===== src/rtl/axi_bcd_disp_writer.sv =====
`default_nettype none
// ============================================================================
//  Module   : axi_bcd_disp_writer
//  Purpose  : Feeds an AXI4-Lite 7-segment display controller. It accepts an
//             unsigned binary value on a valid/ready stream and converts it to
//             NDIGITS packed BCD nibbles with an iterative double-dabble at one
//             bit per cycle. It then writes the nibbles to the controller's
//             digit register as a write-only AXI4-Lite master. Controller
//             digit 0 is the rightmost (least significant) nibble.
//  Ports    : clk, rst (async, active-high)
//             in_valid / in_ready / in_value / in_dp   input value stream
//             awaddr awprot awvalid awready            AXI write address
//             wdata wstrb wvalid wready                AXI write data
//             bresp bvalid bready                      AXI write response
//             busy  - high whenever the block is not idle
//             ovf   - last accepted value did not fit in NDIGITS digits
//             err   - last write response was not OKAY
//  Option   : `define DP_WRITE_EN adds a second write of the captured in_dp
//             bits to ADDR_DP after the digit write.
//  Revision : 1.0  initial release
// ============================================================================
module axi_bcd_disp_writer #(
    parameter int NDIGITS    = 8,
    parameter int BIN_WIDTH  = 27,
    parameter int ADDR_WIDTH = 3,
    parameter int DATA_WIDTH = 32,
    parameter int ADDR_SEG   = 0,
    parameter int ADDR_DP    = 4
) (
    input  logic                    clk,
    input  logic                    rst,
    input  logic                    in_valid,
    output logic                    in_ready,
    input  logic [BIN_WIDTH-1:0]    in_value,
    input  logic [NDIGITS-1:0]      in_dp,
    output logic [ADDR_WIDTH-1:0]   awaddr,
    output logic [2:0]              awprot,
    output logic                    awvalid,
    input  logic                    awready,
    output logic [DATA_WIDTH-1:0]   wdata,
    output logic [DATA_WIDTH/8-1:0] wstrb,
    output logic                    wvalid,
    input  logic                    wready,
    input  logic [1:0]              bresp,
    input  logic                    bvalid,
    output logic                    bready,
    output logic                    busy,
    output logic                    ovf,
    output logic                    err
);

    localparam int C_BCD_W = 4 * NDIGITS;
    localparam int C_CNT_W = $clog2(BIN_WIDTH);

    // 10**NDIGITS evaluated at elaboration time in 64 bits.
    function automatic logic [63:0] pow10(input int n);
        logic [63:0] r;
        r = 64'd1;
        for (int i = 0; i < n; i++) begin
            r = r * 64'd10;
        end
        return r;
    endfunction

    localparam logic [63:0]           C_LIMIT     = pow10(NDIGITS);
    localparam logic [C_CNT_W-1:0]    C_CNT_LAST  = C_CNT_W'(BIN_WIDTH - 1);
    localparam logic [DATA_WIDTH-1:0] C_WDATA_OVF = DATA_WIDTH'({NDIGITS{4'hE}});

    typedef enum logic [2:0] {
        ST_IDLE    = 3'd0,
        ST_CONV    = 3'd1,
        ST_WR      = 3'd2,
        ST_RESP    = 3'd3,
        ST_WR_DP   = 3'd4,
        ST_RESP_DP = 3'd5
    } state_t;

    state_t                  state_q,   state_d;
    logic [BIN_WIDTH-1:0]    shift_q,   shift_d;
    logic [C_BCD_W-1:0]      bcd_q,     bcd_d;
    logic [C_CNT_W-1:0]      cnt_q,     cnt_d;
    logic                    ovf_q,     ovf_d;
    logic                    err_q,     err_d;
    logic [ADDR_WIDTH-1:0]   awaddr_q,  awaddr_d;
    logic [DATA_WIDTH-1:0]   wdata_q,   wdata_d;
    logic                    awvalid_q, awvalid_d;
    logic                    wvalid_q,  wvalid_d;
    logic                    bready_q,  bready_d;
`ifdef DP_WRITE_EN
    logic [NDIGITS-1:0]      dp_q,      dp_d;
`else
    // The DP bits are not written in this build.
    logic                    w_unused_dp;
    assign w_unused_dp = ^in_dp;
`endif

    logic [C_BCD_W-1:0]      w_bcd_adj;
    logic [C_BCD_W-1:0]      w_bcd_next;
    logic                    w_aw_done;
    logic                    w_w_done;

    // Double-dabble step: correct every nibble >= 5 by +3, then shift the
    // next binary MSB in. Whatever leaves the top of the BCD register is lost.
    always_comb begin
        w_bcd_adj = bcd_q;
        for (int i = 0; i < NDIGITS; i++) begin
            if (bcd_q[4*i +: 4] >= 4'd5) begin
                w_bcd_adj[4*i +: 4] = bcd_q[4*i +: 4] + 4'd3;
            end
        end
        w_bcd_next = {w_bcd_adj[C_BCD_W-2:0], shift_q[BIN_WIDTH-1]};
    end

    // A channel counts as done when its valid is already low or is being
    // accepted this cycle, so the two handshakes may land in any order.
    assign w_aw_done = !awvalid_q || awready;
    assign w_w_done  = !wvalid_q  || wready;

    always_comb begin
        state_d   = state_q;
        shift_d   = shift_q;
        bcd_d     = bcd_q;
        cnt_d     = cnt_q;
        ovf_d     = ovf_q;
        err_d     = err_q;
        awaddr_d  = awaddr_q;
        wdata_d   = wdata_q;
        awvalid_d = awvalid_q;
        wvalid_d  = wvalid_q;
        bready_d  = bready_q;
`ifdef DP_WRITE_EN
        dp_d      = dp_q;
`endif
        case (state_q)
            ST_IDLE: begin
                if (in_valid) begin
                    shift_d = in_value;
                    bcd_d   = '0;
                    cnt_d   = '0;
                    ovf_d   = (64'(in_value) >= C_LIMIT);
`ifdef DP_WRITE_EN
                    dp_d    = in_dp;
`endif
                    state_d = ST_CONV;
                end
            end
            ST_CONV: begin
                bcd_d   = w_bcd_next;
                shift_d = shift_q << 1;
                cnt_d   = cnt_q + C_CNT_W'(1);
                if (cnt_q == C_CNT_LAST) begin
                    wdata_d   = ovf_q ? C_WDATA_OVF : DATA_WIDTH'(w_bcd_next);
                    awaddr_d  = ADDR_WIDTH'(ADDR_SEG);
                    awvalid_d = 1'b1;
                    wvalid_d  = 1'b1;
                    state_d   = ST_WR;
                end
            end
            ST_WR, ST_WR_DP: begin
                awvalid_d = awvalid_q & ~awready;
                wvalid_d  = wvalid_q & ~wready;
                if (w_aw_done && w_w_done) begin
                    bready_d = 1'b1;
                    state_d  = (state_q == ST_WR) ? ST_RESP : ST_RESP_DP;
                end
            end
            ST_RESP: begin
                if (bvalid) begin
                    err_d    = (bresp != 2'b00);
                    bready_d = 1'b0;
`ifdef DP_WRITE_EN
                    awaddr_d  = ADDR_WIDTH'(ADDR_DP);
                    wdata_d   = DATA_WIDTH'(dp_q);
                    awvalid_d = 1'b1;
                    wvalid_d  = 1'b1;
                    state_d   = ST_WR_DP;
`else
                    state_d  = ST_IDLE;
`endif
                end
            end
            ST_RESP_DP: begin
                if (bvalid) begin
                    err_d    = (bresp != 2'b00);
                    bready_d = 1'b0;
                    state_d  = ST_IDLE;
                end
            end
            default: begin
                state_d = ST_IDLE;
            end
        endcase
    end

    always_ff @(posedge clk or posedge rst) begin
        if (rst) begin
            state_q   <= ST_IDLE;
            shift_q   <= '0;
            bcd_q     <= '0;
            cnt_q     <= '0;
            ovf_q     <= 1'b0;
            err_q     <= 1'b0;
            awaddr_q  <= '0;
            wdata_q   <= '0;
            awvalid_q <= 1'b0;
            wvalid_q  <= 1'b0;
            bready_q  <= 1'b0;
`ifdef DP_WRITE_EN
            dp_q      <= '0;
`endif
        end else begin
            state_q   <= state_d;
            shift_q   <= shift_d;
            bcd_q     <= bcd_d;
            cnt_q     <= cnt_d;
            ovf_q     <= ovf_d;
            err_q     <= err_d;
            awaddr_q  <= awaddr_d;
            wdata_q   <= wdata_d;
            awvalid_q <= awvalid_d;
            wvalid_q  <= wvalid_d;
            bready_q  <= bready_d;
`ifdef DP_WRITE_EN
            dp_q      <= dp_d;
`endif
        end
    end

    // in_ready is gated by rst so it drops immediately while reset is held.
    assign in_ready = (state_q == ST_IDLE) && !rst;
    assign busy     = (state_q != ST_IDLE);
    assign ovf      = ovf_q;
    assign err      = err_q;
    assign awaddr   = awaddr_q;
    assign awprot   = 3'b000;
    assign awvalid  = awvalid_q;
    assign wdata    = wdata_q;
    assign wstrb    = '1;
    assign wvalid   = wvalid_q;
    assign bready   = bready_q;

endmodule
`default_nettype wire


===== config.mk =====
export PLATFORM = sky130hd
export DESIGN_NAME = axi_bcd_disp_writer
export DESIGN_NICKNAME = d
export VERILOG_FILES = /design/src/rtl/axi_bcd_disp_writer.sv
export SDC_FILE = /design/constraint.sdc
export NUM_CORES = 1
export LEC_CHECK = 0
export CORE_MARGIN = 2
export CORE_UTILIZATION = 50
export DETAILED_ROUTE_END_ITERATION = 7
export PLACE_DENSITY = 0.76
export SETUP_SLACK_MARGIN = 0.1
export SLEW_MARGIN = 40
export SYNTH_ARGS = -nofsm -noshare
export SYNTH_HDL_FRONTEND = slang
export SYNTH_SLANG_ARGS = --single-unit

===== constraint.sdc =====
create_clock -name clk -period 7.35 [get_ports clk]
set_clock_uncertainty 0.2 [all_clocks]
set_input_delay 1.47 -clock clk [delete_from_list [all_inputs] [get_ports clk]]
set_output_delay 1.47 -clock clk [all_outputs]
set_load 0.01 [all_outputs]

==> impl_results.md <==
* Slew Limit Fails at 0
* Synth Cell Area at roughly 5200 µm²
* Final-report hold violation count at 0
* Slowest CP cell: clkdlybuf4s50_1
* Synth top area cells: dfrtp_1 (50%), nor2_1 (6.7%), o22ai_2 (4.8%)
* Postcts setup bufs at 0
* Diodes inserted at 0
* Final setup fails at 0
* Initial antenna violation count at 0
* FP Rows at 37
* DIE WIDTH at 106.2 µm
* Final Power at approximately 2.7 mW
* Grt peak-use layer: met2
* Status: completed
* Worst skew pair latency at 0.37 ns
* Vias in the first global route at 3,990
* WP data arrival at 2.60 ns
* Post-Route Setup TNS at 0 ns
* Leading area contributor after synthesis: dfrtp_1
* Hold Buf Count CTS at 0
* Root Buffer: clkbuf_8
* Synthesis-to-layout area growth at 17.20%
* Post-synth EDFFs at 0
* Asr flop ratio synth at 100.0%
* 1st-iter DRT viols at 204
* CP Cell Sequence: clkdlybuf4s50_1, nor2_1, clkdlybuf4s50_1
* First-pass GRT wire length at 18,950 µm
* Post-route ant nets at 0
* Tightest Hold Check Type: flop to flop
* Worst rel slew slack at 48.69%
* Leakage at 2.624 nW
* CP Launch Type: primary input
* Max H-tree Level at 3
* Synthesized flop and latch total at 104
* IO Port Bufs at 73
* Clk pin slew, worst setup/hold paths at 0.09 ns
* Dpl cells at 726
* Routability congestion estimate at 0.8178
* Crit Path Category: primary input to output port
* Top_reg_cell synth: dfrtp_1
* Peak VDD IR at a little under 0.2 mV
* Cells after synthesis at approximately 540
* Die Ht at 106.2 µm
* Non-Filler Instances at 742
* Sink Count at 104
* Required @ worst endpoint at 5.68 ns
* Via count at 4,099
* Post-Syn Area per Cell at 9.618 µm²
* Grt met3 use at 3.372%
* Fin worst setup slack at 3.084 ns
* Pre-CTS setup slack at 3.089 ns
* Dpl hpwl at between 7000 and 8000 µm
* Gr ovfl total at 0
* Total Routing Usage GR at 21.02%
* Layout cells sized above 1 at 8.581%
* Crit-path max cell delay at 0.54 ns
* Vias/cell at ~5.5
* Largest net degree at the start of global routing at slightly below 70
* PwrDens at 434.6 nW/µm²
* Final net count at between 600 and 700
* CP most frequent cell: clkdlybuf4s50_1
* Worst-path maximum fanout at 2
* Sequential element share of the synthesized area at approximately 50%
* # Max-Cap Violations at 0
* M2 GR Usage at 34.89%
* Yosys top cell area share at 49.83%
* Drt first pass iters at 5
* Period utilization at 58.04%
* Avg WL per Cell at 15.13 µm
* Fmax at 234.4 MHz
* CTS Buf Count at 9
* Core ar. at 10,230 µm²
* Initial Util at 51.05%
* Final Critical Period at 4.266 ns
* Die ar. at 11,280 µm²
* Cts repair resizes at 0
* CTS tree: done
* Synth unique cells at 45
* Longest Clk Path Bufs at 2
* I/O Pins at 92
* RSZ-0062 raised after global routing: no
* Syn. warnings at 0
* DRC at 0
* Critical Path Sink Type: output port
* Met1 usage at 28.31%
* Routed wire length at between 10,000 and 15,000 µm
* Worst-margin pin slew at 0.7696 ns
worst max-delay path: cells and delay by family:
kind                   cells  cell delay, ns
and+or+nand+nor            1            0.13
buffers and inverters      2            1.00
kinds of logic after synthesis:
family,count (synthesis),share of synthesized area (%)
XOR/XNOR,9,1.509
buffers and inverters,59,6.277
adder cells (fa/ha/maj),18,4.312
multiplexers,9,1.917
flip-flops,104,49.83
AO/OA/AOI/OAI,141,18.33
other,2,0.1438
AND/OR/NAND/NOR,201,17.68
area by class of cell:
cell class / instances / area [µm²]
Fill cell: 904 / 4110
Tap cell: 136 / 170.2
Sequential cell: 104 / 2603
Multi-Input combinational cell: 388 / 2325
Timing Repair Buffer: 78 / 772.0
Inverter: 20 / 77.57
Clock buffer: 12 / 145.1
Clock inverter: 4 / 28.78
worst paths after layout:
path                       slack, ns           to  cells past startpoint        from
setup / recovery                3.08     in_ready                      3         rst
hold / removal                  0.28     cnt_q[4]                      1    cnt_q[4]
setup reg to reg                4.64    bcd_q[23]                      5  state_q[1]
hold reg to reg                 0.28     cnt_q[4]                      1    cnt_q[4]
max in group asynchronous       4.69    bcd_q[16]                      3         rst
min in group asynchronous       1.30  shift_q[13]                      2         rst
registers in the layout, summed over array words and instances, names as in the netlist:
| signal | cells |
|---|---|
| bcd_q | 32 |
| wdata | 32 |
| awvalid | 1 |
| wvalid | 1 |
| state_q | 3 |
| shift_q | 27 |
| ovf | 1 |
| err | 1 |
| bready | 1 |
| cnt_q | 5 |
placed cells by master (no fill, tap or decap), types with 3 or more instances in the layout:
| cell type | count |
|---|---|
| dfrtp_1 | 104 |
| nor2_1 | 93 |
| clkdlybuf4s50_1 | 73 |
| nand2_1 | 41 |
| a21oi_1 | 39 |
| nand3_1 | 30 |
| o21ai_1 | 28 |
| o22ai_2 | 20 |
| inv_1 | 19 |
| o21ai_0 | 18 |
| ha_1 | 18 |
| nand2b_1 | 14 |
| nor3b_1 | 10 |
| conb_1 | 10 |
| clkbuf_8 | 10 |
| a32o_1 | 8 |
| a31oi_1 | 8 |
| xnor2_1 | 8 |
| mux2_2 | 8 |
| o22ai_1 | 6 |
| o31ai_1 | 4 |
| buf_4 | 4 |
| a2111oi_0 | 3 |
cells in the mapped netlist, types with 2 or more instances:
cell type	instances
dfrtp_1	104
nor2_1	93
nand2_1	41
a21oi_1	39
nand3_1	30
o21ai_1	28
inv_1	20
o22ai_2	20
ha_1	18
o21ai_0	18
nand2b_1	14
buf_4	11
buf_2	10
nor3b_1	10
a31oi_1	8
a32o_1	8
clkbuf_1	8
mux2_2	8
xnor2_1	8
buf_6	7
o22ai_1	6
o31ai_1	4
a2111oi_0	3
buf_1	3
a211oi_1	2
conb_1	2
nand4_1	2
where the power goes:
group	total [mW]	internal, mW	switching (mW)
Combinational	1.29	0.604	0.682
Sequential	1.05	0.831	0.215
Clock	0.328	0.134	0.195
Total	2.66	1.57	1.09
metrics by stage:
step / util (%) / cell area (µm²) / hold slack, ns
3_5_place_dp: 58.09 / 5943 / 0.2710
6_report: 59.83 / 6121 / 0.2842
4_1_cts: 59.79 / 6117 / 0.2834
3_3_place_gp: 58.09 / 5943 / 0.2534
2_1_floorplan: - / 5253 / 0.2377
5_1_grt: 59.83 / 6121 / 0.3014
layer usage:
layer	part of all wire, %	routed length [µm]	vias up
met2	50	5610	103
li1	-	-	1983
met5	0	0	-
met3	4.2	475	7
met1	45	5046	2006
met4	0.84	94	0
No activity file was read; power rests on OpenSTA's default activity.
